`src/rtl/rs.sv`:
```
// rtl/rs.sv - 16-entry dual-dispatch, dual-issue reservation station
module rs (
   input  logic        clock,
   input  logic        reset,
   input  logic        ex_alu_full,
   input  logic        ex_mulq_full,
   input  logic        ex_ld_full,
   input  logic        ex_sv_full,
   input  logic [5:0]  ex_cm_cdbAIdx,
   input  logic [5:0]  ex_cm_cdbBIdx,
   input  logic        ex_cm_cdbA_en,
   input  logic        ex_cm_cdbB_en,
   input  logic [5:0]  fl_TA,
   input  logic [5:0]  fl_TB,
   input  logic [31:0] id_IRA,
   input  logic [31:0] id_IRB,
   input  logic        id_IRA_valid,
   input  logic        id_IRB_valid,
   input  logic [4:0]  id_alu_funcA,
   input  logic [4:0]  id_alu_funcB,
   input  logic [1:0]  id_op1A_select,
   input  logic [1:0]  id_op1B_select,
   input  logic [1:0]  id_op2A_select,
   input  logic [1:0]  id_op2B_select,
   input  logic [6:0]  mt_T1A,
   input  logic [6:0]  mt_T1B,
   input  logic [6:0]  mt_T2A,
   input  logic [6:0]  mt_T2B,
   input  logic [4:0]  mt_archIdxA,
   input  logic [4:0]  mt_archIdxB,
   input  logic [4:0]  rob_idxA,
   input  logic [4:0]  rob_idxB,
   input  logic        rob_instA_en,
   input  logic        rob_instB_en,
   output logic [3:0]  initFreeA,
   output logic        rs_busy_out,
   output logic        rs_almostFull_out,
   output logic [2:0]  rs_issueA_out,
   output logic [2:0]  rs_issueB_out,
   output logic        rs_issueArdy_out,
   output logic        rs_issueBrdy_out,
   output logic [31:0] rs_IRA_out,
   output logic [31:0] rs_IRB_out,
   output logic [5:0]  rs_T1A_out,
   output logic [5:0]  rs_T1B_out,
   output logic [5:0]  rs_T2A_out,
   output logic [5:0]  rs_T2B_out,
   output logic [5:0]  rs_TA_out,
   output logic [5:0]  rs_TB_out,
   output logic [4:0]  rs_alu_funcA_out,
   output logic [4:0]  rs_alu_funcB_out,
   output logic [1:0]  rs_op1A_select_out,
   output logic [1:0]  rs_op1B_select_out,
   output logic [1:0]  rs_op2A_select_out,
   output logic [1:0]  rs_op2B_select_out,
   output logic [4:0]  rs_rob_idxA_out,
   output logic [4:0]  rs_rob_idxB_out
);

   localparam int N = 16;
   localparam logic [2:0] CLS_ALU = 3'd1;
   localparam logic [2:0] CLS_MUL = 3'd2;
   localparam logic [2:0] CLS_LD  = 3'd3;
   localparam logic [2:0] CLS_ST  = 3'd4;

   logic        busy_q [N];
   logic [31:0] ir_q   [N];
   logic [4:0]  func_q [N];
   logic [1:0]  op1_q  [N];
   logic [1:0]  op2_q  [N];
   logic [6:0]  t1_q   [N];
   logic [6:0]  t2_q   [N];
   logic [5:0]  ta_q   [N];
   logic [4:0]  rob_q  [N];
   logic [2:0]  cls_q  [N];

   logic        free_a_ok, free_b_ok;
   logic [3:0]  free_a_idx, free_b_idx;
   logic [4:0]  free_cnt;
   logic        dis_a, dis_b;
   logic [3:0]  dis_b_idx;
   logic [2:0]  cls_a, cls_b;
   logic        rdy_a1, rdy_a2, rdy_b1, rdy_b2;
   logic [N-1:0] hit1, hit2, elig;
   logic        iss_a_ok, iss_b_ok;
   logic [3:0]  iss_a_idx, iss_b_idx;

   // architectural destination is not needed by the station
   logic unused_arch;
   assign unused_arch = ^{mt_archIdxA, mt_archIdxB};

   function automatic logic [2:0] classify(input logic [31:0] ir, input logic [4:0] func);
      if (ir[31:26] == 6'h29)      return CLS_LD;
      else if (ir[31:26] == 6'h2D) return CLS_ST;
      else if (func == 5'd11)      return CLS_MUL;
      else                         return CLS_ALU;
   endfunction

   function automatic logic cdb_hit(input logic [5:0] tag, input logic en_a, input logic [5:0] idx_a,
                                    input logic en_b, input logic [5:0] idx_b);
      return (en_a && tag == idx_a) || (en_b && tag == idx_b);
   endfunction

   // free-entry search, occupancy count and dispatch slot selection
   always_comb begin
      free_a_ok  = 1'b0;
      free_a_idx = 4'd0;
      free_b_ok  = 1'b0;
      free_b_idx = 4'd0;
      free_cnt   = 5'd0;
      for (int i = N - 1; i >= 0; i--) begin
         if (!busy_q[i]) begin
            free_a_ok  = 1'b1;
            free_a_idx = 4'(i);
            free_cnt   = free_cnt + 5'd1;
         end
      end
      for (int i = N - 1; i >= 0; i--) begin
         if (!busy_q[i] && 4'(i) != free_a_idx) begin
            free_b_ok  = 1'b1;
            free_b_idx = 4'(i);
         end
      end
      dis_a     = rob_instA_en && id_IRA_valid && free_a_ok;
      dis_b     = rob_instB_en && id_IRB_valid && (dis_a ? free_b_ok : free_a_ok);
      dis_b_idx = dis_a ? free_b_idx : free_a_idx;
      cls_a     = classify(id_IRA, id_alu_funcA);
      cls_b     = classify(id_IRB, id_alu_funcB);
      rdy_a1    = mt_T1A[6] || cdb_hit(mt_T1A[5:0], ex_cm_cdbA_en, ex_cm_cdbAIdx, ex_cm_cdbB_en, ex_cm_cdbBIdx);
      rdy_a2    = mt_T2A[6] || cdb_hit(mt_T2A[5:0], ex_cm_cdbA_en, ex_cm_cdbAIdx, ex_cm_cdbB_en, ex_cm_cdbBIdx);
      rdy_b1    = mt_T1B[6] || cdb_hit(mt_T1B[5:0], ex_cm_cdbA_en, ex_cm_cdbAIdx, ex_cm_cdbB_en, ex_cm_cdbBIdx);
      rdy_b2    = mt_T2B[6] || cdb_hit(mt_T2B[5:0], ex_cm_cdbA_en, ex_cm_cdbAIdx, ex_cm_cdbB_en, ex_cm_cdbBIdx);
   end

   // wakeup matches, eligibility and the two lowest-index issue picks
   always_comb begin
      hit1      = '0;
      hit2      = '0;
      elig      = '0;
      iss_a_ok  = 1'b0;
      iss_a_idx = 4'd0;
      iss_b_ok  = 1'b0;
      iss_b_idx = 4'd0;
      for (int i = 0; i < N; i++) begin
         hit1[i] = cdb_hit(t1_q[i][5:0], ex_cm_cdbA_en, ex_cm_cdbAIdx, ex_cm_cdbB_en, ex_cm_cdbBIdx);
         hit2[i] = cdb_hit(t2_q[i][5:0], ex_cm_cdbA_en, ex_cm_cdbAIdx, ex_cm_cdbB_en, ex_cm_cdbBIdx);
         elig[i] = busy_q[i] && t1_q[i][6] && t2_q[i][6] &&
                   !((cls_q[i] == CLS_ALU && ex_alu_full) || (cls_q[i] == CLS_MUL && ex_mulq_full) ||
                     (cls_q[i] == CLS_LD && ex_ld_full)   || (cls_q[i] == CLS_ST && ex_sv_full));
      end
      for (int i = N - 1; i >= 0; i--) begin
         if (elig[i]) begin
            iss_a_ok  = 1'b1;
            iss_a_idx = 4'(i);
         end
      end
      for (int i = N - 1; i >= 0; i--) begin
         if (elig[i] && 4'(i) != iss_a_idx) begin
            iss_b_ok  = 1'b1;
            iss_b_idx = 4'(i);
         end
      end
   end

   // occupancy flags and issue-port fields, zeroed when a port is idle
   always_comb begin
      initFreeA          = free_a_idx;
      rs_busy_out        = (free_cnt == 5'd0);
      rs_almostFull_out  = (free_cnt == 5'd1);
      rs_issueArdy_out   = iss_a_ok;
      rs_issueBrdy_out   = iss_b_ok;
      rs_issueA_out      = iss_a_ok ? cls_q[iss_a_idx]  : 3'd0;
      rs_issueB_out      = iss_b_ok ? cls_q[iss_b_idx]  : 3'd0;
      rs_IRA_out         = iss_a_ok ? ir_q[iss_a_idx]   : 32'd0;
      rs_IRB_out         = iss_b_ok ? ir_q[iss_b_idx]   : 32'd0;
      rs_T1A_out         = iss_a_ok ? t1_q[iss_a_idx][5:0] : 6'd0;
      rs_T1B_out         = iss_b_ok ? t1_q[iss_b_idx][5:0] : 6'd0;
      rs_T2A_out         = iss_a_ok ? t2_q[iss_a_idx][5:0] : 6'd0;
      rs_T2B_out         = iss_b_ok ? t2_q[iss_b_idx][5:0] : 6'd0;
      rs_TA_out          = iss_a_ok ? ta_q[iss_a_idx]   : 6'd0;
      rs_TB_out          = iss_b_ok ? ta_q[iss_b_idx]   : 6'd0;
      rs_alu_funcA_out   = iss_a_ok ? func_q[iss_a_idx] : 5'd0;
      rs_alu_funcB_out   = iss_b_ok ? func_q[iss_b_idx] : 5'd0;
      rs_op1A_select_out = iss_a_ok ? op1_q[iss_a_idx]  : 2'd0;
      rs_op1B_select_out = iss_b_ok ? op1_q[iss_b_idx]  : 2'd0;
      rs_op2A_select_out = iss_a_ok ? op2_q[iss_a_idx]  : 2'd0;
      rs_op2B_select_out = iss_b_ok ? op2_q[iss_b_idx]  : 2'd0;
      rs_rob_idxA_out    = iss_a_ok ? rob_q[iss_a_idx]  : 5'd0;
      rs_rob_idxB_out    = iss_b_ok ? rob_q[iss_b_idx]  : 5'd0;
   end

   // entry storage: reset clear, CDB wakeup, issue free, dispatch write
   always_ff @(posedge clock) begin
      if (reset) begin
         for (int i = 0; i < N; i++) begin
            busy_q[i] <= 1'b0;
            ir_q[i]   <= 32'd0;
            func_q[i] <= 5'd0;
            op1_q[i]  <= 2'd0;
            op2_q[i]  <= 2'd0;
            t1_q[i]   <= 7'd0;
            t2_q[i]   <= 7'd0;
            ta_q[i]   <= 6'd0;
            rob_q[i]  <= 5'd0;
            cls_q[i]  <= 3'd0;
         end
      end else begin
         for (int i = 0; i < N; i++) begin
            if (busy_q[i] && hit1[i]) t1_q[i][6] <= 1'b1;
            if (busy_q[i] && hit2[i]) t2_q[i][6] <= 1'b1;
            if ((iss_a_ok && iss_a_idx == 4'(i)) || (iss_b_ok && iss_b_idx == 4'(i)))
               busy_q[i] <= 1'b0;
            if (dis_a && free_a_idx == 4'(i)) begin
               busy_q[i] <= 1'b1;
               ir_q[i]   <= id_IRA;
               func_q[i] <= id_alu_funcA;
               op1_q[i]  <= id_op1A_select;
               op2_q[i]  <= id_op2A_select;
               t1_q[i]   <= {rdy_a1, mt_T1A[5:0]};
               t2_q[i]   <= {rdy_a2, mt_T2A[5:0]};
               ta_q[i]   <= fl_TA;
               rob_q[i]  <= rob_idxA;
               cls_q[i]  <= cls_a;
            end
            if (dis_b && dis_b_idx == 4'(i)) begin
               busy_q[i] <= 1'b1;
               ir_q[i]   <= id_IRB;
               func_q[i] <= id_alu_funcB;
               op1_q[i]  <= id_op1B_select;
               op2_q[i]  <= id_op2B_select;
               t1_q[i]   <= {rdy_b1, mt_T1B[5:0]};
               t2_q[i]   <= {rdy_b2, mt_T2B[5:0]};
               ta_q[i]   <= fl_TB;
               rob_q[i]  <= rob_idxB;
               cls_q[i]  <= cls_b;
            end
         end
      end
   end

endmodule

```
`config.mk`:
```
export PLATFORM = sky130hd
export DESIGN_NAME = rs
export DESIGN_NICKNAME = d
export VERILOG_FILES = /design/src/rtl/rs.sv
export SDC_FILE = /design/constraint.sdc
export NUM_CORES = 2
export LEC_CHECK = 0
export CAP_MARGIN = 0
export CELL_PAD_IN_SITES_DETAIL_PLACEMENT = 0
export CELL_PAD_IN_SITES_GLOBAL_PLACEMENT = 1
export CORE_MARGIN = 1.5
export CORE_UTILIZATION = 45
export CTS_CLUSTER_SIZE = 10
export DETAILED_ROUTE_END_ITERATION = 10
export PLACE_DENSITY_LB_ADDON = 0.05
export SYNTH_ARGS = -nofsm -noshare
export SYNTH_HDL_FRONTEND = slang
export SYNTH_SLANG_ARGS = --single-unit
```
`constraint.sdc`:
```
create_clock -name clock -period 13.7 [get_ports clock]
set_clock_uncertainty 0.1 [all_clocks]
set_input_delay 2.74 -clock clock [delete_from_list [all_inputs] [get_ports clock]]
set_output_delay 2.74 -clock clock [all_outputs]
set_load 0.02 [all_outputs]
```
==> flow_summary.toml <==
[run_status]
status = "finished with violations"
violations = "slew limit"

[route]
firstDrtPassIters = 6
vias = 67500
routed_wl_um = 363000
wl_per_cell_um = 40.9
via_per_inst = 7.60
ant_nets = 0
drt_iter0_markers = 11300
drc = 0

[clocking]
clkLatencyLatePin_ps = 790
cts_sinks = 1120
cts_buffers = 140
clock_path_buffers = 3
cts_hold_buf = 0
clk_pin_slew_ps = 60
cts_tree = "built"
clock-root-buffer = "clkbuf_16"
h-tree-depth = 4

[worst_setup_path]
cp.depth = 18
crit_top_cell = "buf_4"
crit_required_ps = 10860
arrival_ps = 10420
crit_chain = "clkdlybuf4s50_1 > mux2i_1 > nor3b_1 > nor3_2 > buf_4 > nor4_2 > nand4b_1 > o21ai_1 > o211ai_1 > a311oi_2 > o41a_4 > buf_4 > and3_1 > a211oi_1 > or4_1 > a2111oi_1 > buf_4 > clkdlybuf4s50_1"
startpoint_type = "primary input"
crit-reg2reg-launch = "busy_q[0][15]"
crit_path_top_delay_cell = "clkdlybuf4s50_1"
path_max_fanout = 35
crit_type = "in2out"
slowest_delay_ps = 970
critical_path.top_delay_family = "buffers and inverters"
r2r_end = "ir_q[10][25]"
endpoint_kind = "primary output"
critPathBufInv = 5
r2r_slack_ps = 5840
worstRegToRegCells = 19

[timing]
drv_slew = 21
setup_viol = 0
setup_tns_ps = 0
hold_viol = 0
finalCritPeriodShare_pct = 96.8
fmax_mhz = 75.4
fin_crit_ps = 13260
slew-limit-headroom_pct = -6.06
worst_slack_ps = 443
worst_pin_slew_ps = 1590
rsz0062_at_grt = "no"

[floorplan]
die-area_sq_um = 161000
ios = 308
core_area_sq_um = 158000
die_y_um = 401
die_w_um = 401
start_util_pct = 45.2
row_count = 146

[cells_and_area]
layout-drive-gt1-share_pct = 8.89
final_net_count = 6898
areaGrowthSynthToFinish_pct = 12.3
final_area_sq_um = 80200
stdcell_count = 8882
postLayoutCoreUtil_pct = 50.8

[yosys]
syn-num-nets = 7137
ys_ff_latch = 1120
synth_area_leaders = "edfxtp_1 47%, a22o_1 7.9%, o22ai_1 6.0%, mux2i_1 5.8%, clkbuf_1 3.3%"
synthArstFlopShare_pct = 0
synth_top_area_share_pct = 47.1
synth_seq_area_share_pct = 47.1
ys_warn_count = 0
synth_largest_area_cell = "edfxtp_1"
syn_avg_cell_area_sq_um = 10.3
synth_common_cells = "1,120 x edfxtp_1, 688 x o22ai_1, 642 x a22o_1"
synth-main-ff-cell = "edfxtp_1"
ys_types = 104
yosysMostFrequentCell = "edfxtp_1"
synth_cells = 6955
synth_edf_count = 1120
synth_area_sq_um = 71400

[global_route]
antenna_found_initial = 31
grt_max_degree = 149
busiest_layer = "met2"
grt_util_met1_pct = 58.7
overflow = 0
grt_pass1_wl_um = 498000
track_usage_pct = 43.3
grt_use_met2_pct = 61.8
use_met3_pct = 13.2
grt_pass1_vias = 63600

[place]
dp_hpwl_um = 203000
place_congestion = 0.938
placed_cell_area_sq_um = 76000
placedCellCount = 8637
place_ws_ps = 544
portBuffers = 297

[power_and_ir_drop]
peakVddDrop_mv = 0.147
seqPwrFrac_pct = 37.4
switching_share_pct = 36.0
power_frac_comb_pct = 31.6
clock_power_share_pct = 30.9
leakage_nw = 27.7
internal_power_mw = 7.11
p_per_area_nw_per_um2 = 139
switching_power_mw = 4.00

[hold_path]
hp-class = "reg2reg"
worstHoldStart = "busy_q[0][14]"
holdPathEnd = "t2_q[14][6]"
hold_depth = 3

[run]
maxCapViolCount = 0
-- power by group through the flow --
stage,Combinational (mW),Sequential [mW],Clock [mW]
floorplan,2.01,4.16,0
global placement,3.32,4.22,0
detailed placement,3.33,4.22,0
CTS,3.36,4.15,3.42
global route,3.64,4.18,3.54
finish,3.51,4.16,3.44
-- area by class of cell --
cell class                      instances  area, sq um
Multi-Input combinational cell       4850        34500
Fill cell                           14100        77800
Timing Repair Buffer                  546         5170
Clock inverter                         41          318
Clock buffer                          171         3680
Inverter                               58          253
Sequential cell                      1120        33600
Antenna cell                           24         60.1
Tap cell                             2072         2590
-- through the flow --
| stage | hold slack (ps) | total power, mW |
|---|---|---|
| final | 702 | 11.1 |
| after global routing | 761 | 11.4 |
| after CTS | 700 | 10.9 |
| after detailed placement | 685 | 7.55 |
| after global placement | 659 | 7.54 |
| after floorplan | 543 | 6.17 |
-- state kept, by name, indices dropped and copies added (netlist names) --
register / count
ir_q: 512
t1_q: 112
t2_q: 112
ta_q: 96
func_q: 80
rob_q: 80
cls_q: 48
op1_q: 32
op2_q: 32
busy_q: 16
-- repair_timing --
action                     in CTS  in global routing
resized for setup               6                 13
setup endpoints to repair       2                  2
buffers inserted                1                  8
pin swaps                       0                  4
-- kinds of logic after synthesis --
group	synth area share, %
flip-flops	47.1
XOR/XNOR	5.92
adder cells (fa/ha/maj)	0.280
AND/OR/NAND/NOR	11.4
AO/OA/AOI/OAI	23.7
buffers and inverters	5.40
multiplexers	6.21
-- routing by layer --
metal,vias up,routed length [um],part of all wire [%]
li1,26900,-,-
met1,33400,139000,38
met2,5957,150000,41
met3,1242,51600,14
met4,16,22700,6.3
met5,-,113,0.031
-- worst max-delay path by stage --
stage,from,end,slack (ps)
final,ex_mulq_full,rs_op2B_select_out[1],440
after global routing,busy_q[0][15],rs_busy_out,10
after CTS,busy_q[0][15],rs_almostFull_out,20
after detailed placement,busy_q[0][15],rs_busy_out,540
after global placement,busy_q[0][15],rs_busy_out,570
after floorplan,busy_q[0][14],rs_busy_out,2010
-- cell usage in the layout (no fill, tap or decap), drive strengths merged, types with 16 or more instances in the layout --
| master | Yosys | layout |
|---|---|---|
| a2111oi | 60 | 60 |
| a211oi | 166 | 166 |
| a21oi | 60 | 60 |
| a221oi | 22 | 22 |
| a22o | 642 | 642 |
| a31oi | 65 | 65 |
| and3 | 177 | 177 |
| and4 | 28 | 28 |
| buf | 290 | 263 |
| clkbuf | 637 | 171 |
| clkdlybuf4s50 | 0 | 282 |
| clkinv | 3 | 40 |
| diode | 0 | 24 |
| edfxtp | 1120 | 1120 |
| ha | 16 | 16 |
| inv | 55 | 59 |
| mux2 | 23 | 23 |
| mux2i | 417 | 417 |
| nand2 | 166 | 166 |
| nand3 | 105 | 105 |
| nand3b | 24 | 24 |
| nand4 | 129 | 129 |
| nor2 | 548 | 548 |
| nor3 | 163 | 163 |
| nor4 | 107 | 107 |
| o21ai | 388 | 388 |
| o221ai | 99 | 99 |
| o22a | 37 | 37 |
| o22ai | 688 | 688 |
| or4 | 36 | 36 |
| xnor2 | 242 | 242 |
| xor2 | 225 | 225 |
-- worst min-delay path, cell delays in order (launching register included) --
cell and delay (ps):
edfxtp_1 340, buf_4 160, o21ai_0 100, nand2_1 90
Power figures use the tool's default switching activity.
